File: config.mk
export PLATFORM = sky130hd
export DESIGN_NAME = sha256_round_ctrl
export DESIGN_NICKNAME = d
export VERILOG_FILES = /design/src/rtl/sha256_pkg.sv /design/src/rtl/round_counter.sv /design/src/rtl/sha256_round_ctrl.sv
export SDC_FILE = /design/constraint.sdc
export NUM_CORES = 1
export LEC_CHECK = 0
export CORE_AREA = 5 5 42 44
export CTS_BUF_LIST = sky130_fd_sc_hd__clkbuf_4
export DETAILED_ROUTE_END_ITERATION = 7
export DIE_AREA = 0 0 47 49
export PLACE_DENSITY = 0.72
export SYNTH_ARGS = -nofsm -noshare
export SYNTH_HDL_FRONTEND = slang
export SYNTH_SLANG_ARGS = --single-unit
File: constraint.sdc
create_clock -name clk -period 1.5 [get_ports clk]
set_input_delay 0.45 -clock clk [delete_from_list [all_inputs] [get_ports clk]]
set_output_delay 0.45 -clock clk [all_outputs]
set_load 0.02 [all_outputs]
File: src/rtl/sha256_pkg.sv
// Shared SHA-256 control types and constants for the round controller,
// the W/K schedule/constant generator and the compression datapath.
package sha256_pkg;

  localparam int unsigned SHA_ROUNDS = 64;
  localparam int unsigned SHA_CW     = $clog2(SHA_ROUNDS);

  typedef enum logic [1:0] {
    IDLE  = 2'd0,
    LOAD  = 2'd1,
    ROUND = 2'd2,
    FINAL = 2'd3
  } ctrl_state_t;

endpackage

File: src/rtl/round_counter.sv
// Mod-ROUNDS round index counter.
// Ports:
//   clk, reset : clock and synchronous active-high reset
//   clr        : synchronous clear to 0 (wins over en)
//   en         : advance the index by one, wrapping ROUNDS-1 -> 0
//   count      : current round index
//   last       : count == ROUNDS-1 (decoded from the count register)
module round_counter #(
  parameter int unsigned ROUNDS = 64,
  parameter int unsigned CW     = $clog2(ROUNDS)
) (
  input  logic          clk,
  input  logic          reset,
  input  logic          clr,
  input  logic          en,
  output logic [CW-1:0] count,
  output logic          last
);

  assign last = (count == CW'(ROUNDS - 1));

  // Wrap explicitly so non-power-of-two ROUNDS still stays in range.
  always_ff @(posedge clk) begin
    if (reset || clr) begin
      count <= '0;
    end else if (en) begin
      count <= last ? '0 : count + CW'(1);
    end
  end

endmodule

File: src/rtl/sha256_round_ctrl.sv
// Sequences one SHA-256 compression per accepted start: message load,
// ROUNDS round-enable cycles driving the W/K generator index, then the
// final hash accumulate. Control only; owns no data.
// Ports:
//   clk, reset  : clock and synchronous active-high reset
//   start       : request a block; accepted in IDLE or FINAL
//   first_block : sampled with accepted start; 1 = initialise hash to IV
//   abort       : cancel the current block (highest priority after reset)
//   count       : round index to the W/K generator, valid with round_en
//   load_msg    : 1-cycle pulse, datapath captures the 16 message words
//   init_hash   : 1-cycle pulse with load_msg on a first block
//   round_en    : high for ROUNDS consecutive cycles per block
//   add_hash    : 1-cycle pulse, H[i] += working variable
//   done        : 1-cycle pulse coincident with add_hash
//   busy        : high in LOAD, ROUND and FINAL
module sha256_round_ctrl
  import sha256_pkg::*;
#(
  parameter int unsigned ROUNDS = SHA_ROUNDS,
  parameter int unsigned CW     = $clog2(ROUNDS)
) (
  input  logic          clk,
  input  logic          reset,
  input  logic          start,
  input  logic          first_block,
  input  logic          abort,
  output logic [CW-1:0] count,
  output logic          load_msg,
  output logic          init_hash,
  output logic          round_en,
  output logic          add_hash,
  output logic          done,
  output logic          busy
);

  ctrl_state_t state;
  logic        cnt_last;
  logic        cnt_en;
  logic        cnt_clr;

  // Counter only runs in ROUND; any exit from ROUND (normal or abort)
  // leaves it at 0, so count is 0 whenever round_en is low.
  assign cnt_en  = (state == ROUND) && !abort;
  assign cnt_clr = abort || (state != ROUND);

  round_counter #(
    .ROUNDS (ROUNDS),
    .CW     (CW)
  ) u_round_counter (
    .clk   (clk),
    .reset (reset),
    .clr   (cnt_clr),
    .en    (cnt_en),
    .count (count),
    .last  (cnt_last)
  );

  // State and registered Moore outputs are updated together from the
  // next state, so each output is aligned with the state it decodes.
  // The init_hash register holds the first_block value latched at start.
  always_ff @(posedge clk) begin
    if (reset) begin
      state     <= IDLE;
      load_msg  <= 1'b0;
      init_hash <= 1'b0;
      round_en  <= 1'b0;
      add_hash  <= 1'b0;
      done      <= 1'b0;
      busy      <= 1'b0;
    end else begin
      load_msg  <= 1'b0;
      init_hash <= 1'b0;
      round_en  <= 1'b0;
      add_hash  <= 1'b0;
      done      <= 1'b0;
      busy      <= 1'b0;
      if (abort) begin
        state <= IDLE;
      end else begin
        case (state)
          IDLE, FINAL: begin
            if (start) begin
              state     <= LOAD;
              load_msg  <= 1'b1;
              init_hash <= first_block;
              busy      <= 1'b1;
            end else begin
              state <= IDLE;
            end
          end
          LOAD: begin
            state    <= ROUND;
            round_en <= 1'b1;
            busy     <= 1'b1;
          end
          ROUND: begin
            busy <= 1'b1;
            if (cnt_last) begin
              state    <= FINAL;
              add_hash <= 1'b1;
              done     <= 1'b1;
            end else begin
              round_en <= 1'b1;
            end
          end
          default: state <= IDLE;
        endcase
      end
    end
  end

endmodule

After elaboration in Yosys (flattened, before gate mapping)
Cells that the tools add are included.

Multiplexer cells: 9. Bitwise logic cells: 3. Equal/unequal tests: 6. Add/sub/neg operators: 1. Reduce and logical (&&, ||, !) cells: 11.

Operators with widths (number): adder 6 x 1 -> 6 bit, second input constant (1); equality test 6 bit, second input constant (1); two-way mux 6 bit (1); one-hot mux 2 bit (3 select lines) (1); OR reduction 2 bit (3); OR reduction 3 bit (2); equality test 2 bit, second input constant (2); two-way mux 1 bit (4); one-hot mux 1 bit (2 select lines) (2); OR reduction 4 bit (1); inverter 1 bit (3); equality test 2 x 1 -> 1 bit, second input constant (1); logical NOT 2 bit (1); logical OR 1 bit (2); two-way mux 2 bit (1); inequality test 2 x 1 -> 1 bit, second input constant (1); inequality test 2 bit, second input constant (1); logical AND 1 bit (1); logical NOT 1 bit (1).

Input bits: 5. Flip-flop bits (word level): 13.

Longest topological paths before layout
Word-level depth: 4. Mapped depth: 5. Mapped depth without buffers: 5.

Modules after synthesis
From an unflattened synthesis, not the netlist that was laid out.

Cell total of the unflattened synthesis: 59. Area total of the unflattened synthesis: 595.6 µm².

Modules (own cells, without submodules): sha256_round_ctrl (area an instance 315.3 µm², times used 1, cells an instance 29, seq. area each 140.1 µm²); round_counter (area an instance 280.3 µm², times used 1, cells an instance 30, seq. area each 120.1 µm²).

Worst setup path before layout
OpenSTA, ideal clock, no wires.

Path kind: register -> register. From: reg u_round_counter.count[0]. To: reg state[0]. Required time: 1.381 ns. Path buffers: 0. Data arrival time: 1.289 ns. Cell stages (with the launch flop): 5. Path slack: 0.092 ns. Period minus slack after synthesis: 1.408 ns. Cells stage by stage: dfxtp_1 -> ha_1 -> nand2_1 -> or2_1 -> o221a_2.

Word-level cells in the longest chain between the ends: 2.

RTL lines: start: declaration (line round_counter.sv:16) `output logic [CW-1:0] count,`; start signal: assignment (line round_counter.sv:27) `count <= last ? '0 : count + CW'(1);`; equality test 6 bit (line round_counter.sv:20) `assign last = (count == CW'(ROUNDS - 1));`; inequality test 2 x 1 -> 1 bit (no source line); end signal: assignment (line sha256_round_ctrl.sv:63) `state <= IDLE;`; end signal: assignment (line sha256_round_ctrl.sv:78) `state <= IDLE;`; end signal: assignment (line sha256_round_ctrl.sv:83) `state <= LOAD;`; end: declaration (line sha256_round_ctrl.sv:36) `ctrl_state_t state;`.

Every way passes these cells. A chain may end at the register's enable or synchronous reset.

Worst setup path after layout
From: reg u_round_counter.count[3]. To: out count[3].

RTL lines: end: declaration (line sha256_round_ctrl.sv:27) `output logic [CW-1:0] count,`.

No word-level cell between the ends.

==> impl_metrics.toml <==
[power_and_ir_drop]
p_comb_frac = 0.072
p_int_mw = 0.497
p_sw_mw = 0.138
pwr-share-clk = 0.372
swShare = 0.217
finalPower_mw = 0.634
seqPwrFrac = 0.556
p_per_area_nw_per_um2 = 761
static-leakage-power_nw = 0.409
ir_worst_vdd_mv = 0.451

[setup_path]
cp-end-kind = "output port"
worstPathRequired_ns = 1.05
path_delay_family = "flip-flops"
critPathBufInv = 1
cp_slowest_stage_delay_ns = 0.35
path_depth = 1
r2r_cells = 5
path_class = "reg2out"
crit_path_max_fanout = 2
cpMaxStageDelayCell = "dfxtp_1"
crit_chain = "dlygate4sd2_1"
r2r_slack_ns = 0.10
cp-start-kind = "flip-flop"
worstPathArrival_ns = 0.96

[route]
wirelength_um = 1220
met2WireLength_um = 578
postRouteAntennaNets = 0
wl_met1_um = 523
first_pass_iters = 4
drt_drc_violations_left = 0
routed-via-count = 512
post_drt_wl_per_cell_um = 12.1
highest_layer = "met4"
viasPerCell = 5.07
wl_met3_um = 63
drtIter0Drc = 12

[yosys]
ys_seq_elements = 13
netlist.area_leader.share = 0.465
synth_area_leaders = "dfxtp_1, ha_1, nand4b_4, and2_1, or3_1"
ys_seq_area_frac = 0.465
synth.distinct_cells = 27
syn_nets = 64
avgSynthCellArea_um2 = 9.99
synth_cells = 56
netlist_area_um2 = 559
synth_top_area_cell = "dfxtp_1"
yosys_warnings = 0

[run]
maxCapViolations = 0

[grt]
antenna_found_initial = 0
grt-ovfl-total = 0
grt_max_degree = 8
grt_pass1_wl_um = 2190
grt.total_usage = 0.135
grt_pass1_vias = 500

[sta]
fin_crit_sh = 0.941
fin_crit_ns = 1.41
rsz0062_at_grt = "no"
clock_skew_ns = 0.00448
worst_slew_pin_slew_ns = 0.253
hold_violations = 0
setup-tns-final_ns = 0
slew_headroom = 0.831
maxSlewViolCount = 0
setup_viol = 0
max_freq_ghz = 0.709

[floorplan]
ios = 17
initial_core_util = 0.399
dieArea_um2 = 2300
row_count = 14
coreArea_um2 = 1400
die_h_um = 49
die_x_um = 47

[cts]
cts_buffer_depth = 2
clock-root-buffer = "clkbuf_4"
path_clk_slew_ns = 0.08
cts_tree = "built"
clkLatencyLatePin_ns = 0.28
numCtsBuffers = 3
htreeDepth = 1
post_cts_buffers = 0
cts.sinks = 13

[layout]
final_common_cell = "dfxtp_1"
mostFrequentLayoutCells = "dfxtp_1, dlygate4sd2_1, buf_4"
area_growth_pct = 49.0
final_util = 0.595
n_antenna_cell = 0
final_nets = 94
layout-drive-gt1-share = 0.235

[run_status]
status = "finished, final reports clean"

[placement]
port_buffers = 16
dp_hpwl_um = 924
gp_congestion = 0.830

[worst_hold_path]
worstHoldPathCells = 2
hp-class = "reg2reg"
==> per-stage QoR <==
stage / instances / hold WS [ns] / setup slack, ns / area [um^2]
5_1_grt: 101 / 0.547 / 0.00488 / 833
3_3_place_gp: 97 / 0.472 / -0.203 / 807
3_5_place_dp: 97 / 0.475 / -0.289 / 807
2_1_floorplan: 56 / 0.451 / 0.0920 / 559
4_1_cts: 101 / 0.486 / 0.0220 / 822
6_report: 101 / 0.483 / 0.0890 / 833
==> path summary, 6_finish.rpt <==
| check | from | endpoint |
|---|---|---|
| max | u_round_counter.count[3] | count[3] |
| max reg2reg | u_round_counter.count[0] | state[0] |
| min | state[1] | state[1] |
| min reg2reg | state[1] | state[1] |
==> cell families after synthesis <==
| kind of cell | after synthesis | synth area share |
|---|---|---|
| AOI/OAI and AO/OA | 8 | 0.0850 |
| xor gates and xnor gates | 2 | 0.0313 |
| adders and majority gates | 3 | 0.0671 |
| buffers and inverters | 5 | 0.0403 |
| DFF | 13 | 0.465 |
| muxes | 1 | 0.0179 |
| and+or+nand+nor | 24 | 0.293 |
==> registers in the layout, summed over array words and instances, names as in the netlist <==
name and cells:
u_round_counter.count 6, state 2, busy 1, done 1, init_hash 1, load_msg 1
round_en 1
==> cell type report <==
class	count	area, um^2
multi-input cells	38	285
inverters	4	15.0
repair buffers	26	223
clock buffers	4	30.0
well taps	16	20.0
flip-flops and latches	13	260
fillers	136	568
==> power by group through the flow <==
stage          logic (mW)  registers [mW]  clock network [mW]
6_report           0.0459           0.353               0.236
5_1_grt            0.0510           0.353               0.265
4_1_cts            0.0455           0.352               0.246
3_5_place_dp       0.0476           0.361                   0
3_3_place_gp       0.0472           0.361                   0
2_1_floorplan      0.0172           0.365                   0
==> routing by layer <==
| metal | vias up | track usage |
|---|---|---|
| met5 | - | 0 |
| met2 | 23 | 0.192 |
| met1 | 230 | 0.163 |
| li1 | 254 | - |
| met3 | 5 | 0.0221 |
| met4 | 0 | 0.124 |
==> Yosys cell counts <==
library cell / n
or3_1: 3
nor2_1: 4
xor2_1: 1
a21oi_1: 3
o21ai_1: 2
nor3b_2: 1
a31oi_1: 1
dfxtp_1: 13
nand3b_1: 1
inv_1: 4
nand3_2: 1
nand2b_1: 1
and3_1: 1
o21ai_0: 1
o221a_2: 1
ha_1: 3
nand2_1: 3
mux2i_1: 1
nor3_1: 1
nand4b_4: 1
nand3_1: 1
buf_4: 1
nor4b_1: 1
and2_1: 3
or2_1: 1
xnor2_1: 1
or3b_1: 1
==> timing repair <==
item,4_1_cts,5_1_grt
gates resized for setup,12,3
endpoints found under the setup margin,12,3
hold buffers,0,0
pin swaps,0,1
No activity file was read; power rests on OpenSTA's default activity.
==> RTL edit 1 (same flow settings) <==
Change the package constant `SHA_ROUNDS` from 64 to 32.
--- a/src/rtl/sha256_pkg.sv
+++ b/src/rtl/sha256_pkg.sv
@@ -3,5 +3,5 @@
 package sha256_pkg;
 
-  localparam int unsigned SHA_ROUNDS = 64;
+  localparam int unsigned SHA_ROUNDS = 32;
   localparam int unsigned SHA_CW     = $clog2(SHA_ROUNDS);
 
Interface: changed (resized count); port bits go from 17 to 16. No check against the original RTL was run, so the function may have changed too.
==> RTL edit 1 against the unedited design <==
  * Total power is 11% lower
  * Worst setup slack worse by 30 ps
  * Via count is 28% lower
  * Final area is 21% lower
  * Global-route usage is 4.7 points lower
  * Wire length is 32% lower
  * Area after synthesis is 16% lower
  * Non-clock buffer count is 9 lower
  * Sequential cell count is 1 lower
  * Hold slack better by 5.8 ps
  * Critical endpoint is now state[0]
==> RTL edit 1: results (changes against the unedited design) <==
* Status: finished clean
* Cell Area, Synth at 472 um2 (-16%)
* Syn Nets at 53 (-17%)
* Clock skew at 2.32 ps (-2.15 ps)
* Worst Path Max Fanout at 6 (+4)
* Post-layout minimum cycle time at 1440 ps (+30.4 ps)
* Met2 usage at 12.0% (-7.2 points)
* Xor/xnor cell area share of the yosys netlist at 3.71% (+0.58 points)
* Wire per inst at 10.6 um (-13%)
* Met1 Resource Use GR at 11.3% (-5.0 points)
* Netlist cell types at 21 (-22%)
* Switching share of power at 21.4% (-0.33 points)
* Met3 Use GR at 1.11% (-1.1 points)
* All-layer global routing usage at 8.83% (-4.7 points)
* Post-DP Area at 649 um2 (-20%)
* Synth Area in Adders at 10.6% (+3.9 points)
* Worst skew pair latency at 260 ps (-20 ps)
* Final clock-cell share at 3.42% (-0.18 points)
* Avg Cell Area, Syn at 10.7 um2 (+7.3%)
* Metal3 WL at 51 um (-19%)
* Nets at 74 (-21%)
* Post-CTS Resized at 11 (-1)
* Multi-input gates at 28 (-26%)
* Max VDD drop at 0.382 mV (-15%)
* Placed cells at 76 (-22%)
* Seq_cells at 12 (-1)
* HPWL Detailed at 719 um (-22%)
* Drt first pass iters at 3 (-1)
* Placer's final routability congestion estimate at 0.730 (-12%)
* Synth area leaders: dfxtp_1 (51%), ha_1 (11%), and3_1 (5.3%)
* Invs w/o clock at 3 (-1)
* Layout non-clock buf frac at 23.0% (-3.7 points)
* Reg2reg setup slack at 60 ps (-40 ps)
* Arr. time, crit path at 1600 ps (+640 ps)
* Vias per cell at 4.68 (-7.6%)
* Hold WS at 489 ps (+5.83 ps)
* Top cells by count, synth: dfxtp_1 (12), and3_1 (4), ha_1 (4)
* Layout cells sized above 1 at 17.5% (-6.1 points)
* Compound-gate portion of the synthesized area at 7.96% (-0.54 points)
* Relative slew slack at 84.0% (+0.89 points)
* WL met1 at 369 um (-29%)
* First-pass GRT wire length at 1440 um (-35%)
* Vias in the first global route at 350 (-30%)
* Sequential-to-total area share from yosys stat at 50.9% (+4.4 points)
* Seq area share at 36.5% (+5.3 points)
* Synth-to-layout area growth at 39.5%
* Via count at 370 (-28%)
-- RTL edit 1: changes by cell type after synthesis, moves of 2 or more --
| cell | before | now |
|---|---|---|
| nor2_1 | 4 | 2 |
| nor3_1 | 1 | 3 |
| o21ai_1 | 2 | 0 |
| nand2_1 | 3 | 1 |
| or3_1 | 3 | 0 |
| and2_1 | 3 | 1 |
| and3_1 | 1 | 4 |
| a211oi_1 | 0 | 2 |
| a21oi_1 | 3 | 1 |
-- RTL edit 1: kinds of logic (layout without fill, tap and decap cells) --
group / Yosys count / after routing
AO/OA/AOI/OAI: 5 / 5
XOR/XNOR: 2 / 2
adder cells (fa/ha/maj): 4 / 4
buffers and inverters: 4 / 23
flip-flops: 12 / 12
AND/OR/NAND/NOR: 17 / 17
-- RTL edit 1: final timing paths --
path	end	from	depth (start not counted)
max reg2reg	state[0]	u_round_counter.count[0]	6
min reg2reg	u_round_counter.count[0]	u_round_counter.count[0]	1
min	u_round_counter.count[0]	u_round_counter.count[0]	1
max	state[0]	u_round_counter.count[0]	6
-- RTL edit 1: critical path: cells and delay by family (launching register included) --
kind	cells	cell delay [ps]
adder cells (fa/ha/maj)	2	420
AND/OR/NAND/NOR	2	370
flip-flops	1	340
AO/OA/AOI/OAI	2	220
-- RTL edit 1: power groups by stage --
stage / Combinational [mW] / Sequential, mW / Clock [mW]
2_1_floorplan: 0.0248 / 0.340 / 0
3_3_place_gp: 0.0535 / 0.335 / 0
3_5_place_dp: 0.0550 / 0.336 / 0
4_1_cts: 0.0523 / 0.328 / 0.194
5_1_grt: 0.0561 / 0.329 / 0.209
6_report: 0.0511 / 0.328 / 0.185
==> RTL edit 2 (same settings) <==
Made on the original files. Re-encode `ctrl_state_t` (4 states) as Gray code, 2 bits wide.
--- a/src/rtl/sha256_pkg.sv
+++ b/src/rtl/sha256_pkg.sv
@@ -7,8 +7,8 @@
 
   typedef enum logic [1:0] {
-    IDLE  = 2'd0,
-    LOAD  = 2'd1,
-    ROUND = 2'd2,
-    FINAL = 2'd3
+    IDLE  = 2'b00,
+    LOAD  = 2'b01,
+    ROUND = 2'b11,
+    FINAL = 2'b10
   } ctrl_state_t;
 
Check against the original RTL: same outputs for any inputs over 10 cycles, from zero or initial values; not proved beyond that.
==> RTL edit 2 against the unedited design <==
  * Sequential cell count unchanged
  * Count of clock-buffer cells in the layout unchanged
  * Final area decreased by 18%
  * Total power decreased by 3.4%
  * Synthesized cell count decreased by 20%
  * Non-clock buffer count decreased by 5
  * Wire length decreased by 29%
  * Via count decreased by 21%
  * Worst setup slack got worse by 26 ps
  * Area after synthesis decreased by 19%
==> RTL edit 2: results (changes against the unedited design) <==
* Vias in the first global route at 383 (-23%)
* Iteration-0 DRC Markers at 4 (-8)
* FF-to-FF End: round_en
* Static Leak at 0.313 nW (-24%)
* Hold WS at 507 ps (+23.8 ps)
* Non-filler cells, final at 85 (-16%)
* Routed WL at 872 um (-29%)
* Synth area leaders: dfxtp_1 (57%), a21oi_1 (3.3%), nand3_1 (3.3%)
* Max VDD drop at 0.673 mV (+49%)
* All-layer global routing usage at 9.18% (-4.3 points)
* Worst hold endpoint: u_round_counter.count[5]
* Vias per cell at 4.76 (-6.0%)
* First-pass GRT wire length at 1520 um (-31%)
* Clock skew at 5.64 ps (+1.16 ps)
* Worst skew pair latency at 280 ps (about the same)
* Status: finished clean
* Syn Nets at 51 (-20%)
* Layout cells sized above 1 at 14.5% (-9.0 points)
* Top cells by count, synth: dfxtp_1 (13), a21oi_1 (3), nand3_1 (3), nor2_1 (3), o21ai_0 (3)
* Worst Path Max Fanout at 4 (+2)
* Avg Cell Area, Syn at 10.1 um2 (+1.3%)
* Placed cells at 81 (-16%)
* HPWL Detailed at 680 um (-26%)
* Netlist cell types at 22 (-19%)
* Reg2reg setup slack at 170 ps (+70 ps)
* Fillers at 144 (+5.9%)
* CP peak stage delay at 370 ps (+20 ps)
* Nets at 76 (-19%)
* Hold path start: u_round_counter.count[5]
* Sequential-to-total area share from yosys stat at 57.1% (+11 points)
* Arr. time, crit path at 990 ps (+30 ps)
* Placer's final routability congestion estimate at 0.715 (-14%)
==> RTL edit 2: layout make-up <==
type | count | share of cell area (%)
timing repair buffer | 21 | 26.8
clock buffer | 4 | 4.41
sequential | 13 | 38.2
tap | 16 | 2.94
multi-input combinational | 30 | 27.0
inverter | 1 | 0.551
==> RTL edit 2: logic make-up (layout without fill, tap and decap cells) <==
kind of cell / Yosys count / count (layout) / synth area share [%]
AOI/OAI and AO/OA: 8 / 8 / 9.61
buffers and inverters: 2 / 26 / 2.47
xor gates and xnor gates: 2 / 2 / 3.85
and+or+nand+nor: 19 / 19 / 24.2
adders and majority gates: 1 / 1 / 2.75
DFF: 13 / 13 / 57.1
==> RTL edit 2: through the flow <==
| stage | worst slack, ps | util (%) | TNS [ps] | instance area (um2) |
|---|---|---|---|---|
| 5_1_grt | 0.762 | 48.6 | 0 | 681 |
| 4_1_cts | 45.2 | 48.6 | 0 | 681 |
| 2_1_floorplan | 155 | - | 0 | 455 |
| 3_3_place_gp | -163 | 47.5 | -477 | 666 |
| 6_report | 62.9 | 48.6 | 0 | 681 |
| 3_5_place_dp | -187 | 47.5 | -586 | 666 |
==> RTL edit 2: worst max path at each step <==
stage	from	endpoint	slack [ps]	cells past startpoint
2_1_floorplan	u_round_counter.count[0]	u_round_counter.count[4]	160	4
3_3_place_gp	abort	u_round_counter.count[5]	-160	4
3_5_place_dp	abort	u_round_counter.count[5]	-190	4
4_1_cts	u_round_counter.count[5]	count[5]	50	1
5_1_grt	u_round_counter.count[5]	count[5]	0.8	1
6_report	u_round_counter.count[5]	count[5]	60	1
==> RTL edit 2: report_power, final <==
group | switching [mW] | internal (mW)
clock | 0.112 | 0.121
combinational | 0.0109 | 0.0156
sequential | 0.00299 | 0.350
total | 0.126 | 0.487
==> RTL edit 2: metal layers <==
metal  global-route usage, %  wire (um)  vias up
li1                        -          -      208
met1                    11.1        377      181
met2                    12.4        383       14
met3                    3.69         89        2
met4                    6.91         21        0
met5                       0          0        -
==> RTL edit 2: what timing repair did <==
action / 4_1_cts / 5_1_grt
endpoints found under the hold margin: 0 / 0
gates resized for setup: 12 / 0
endpoints found under the setup margin: 12 / 0
setup buffers: 0 / 0
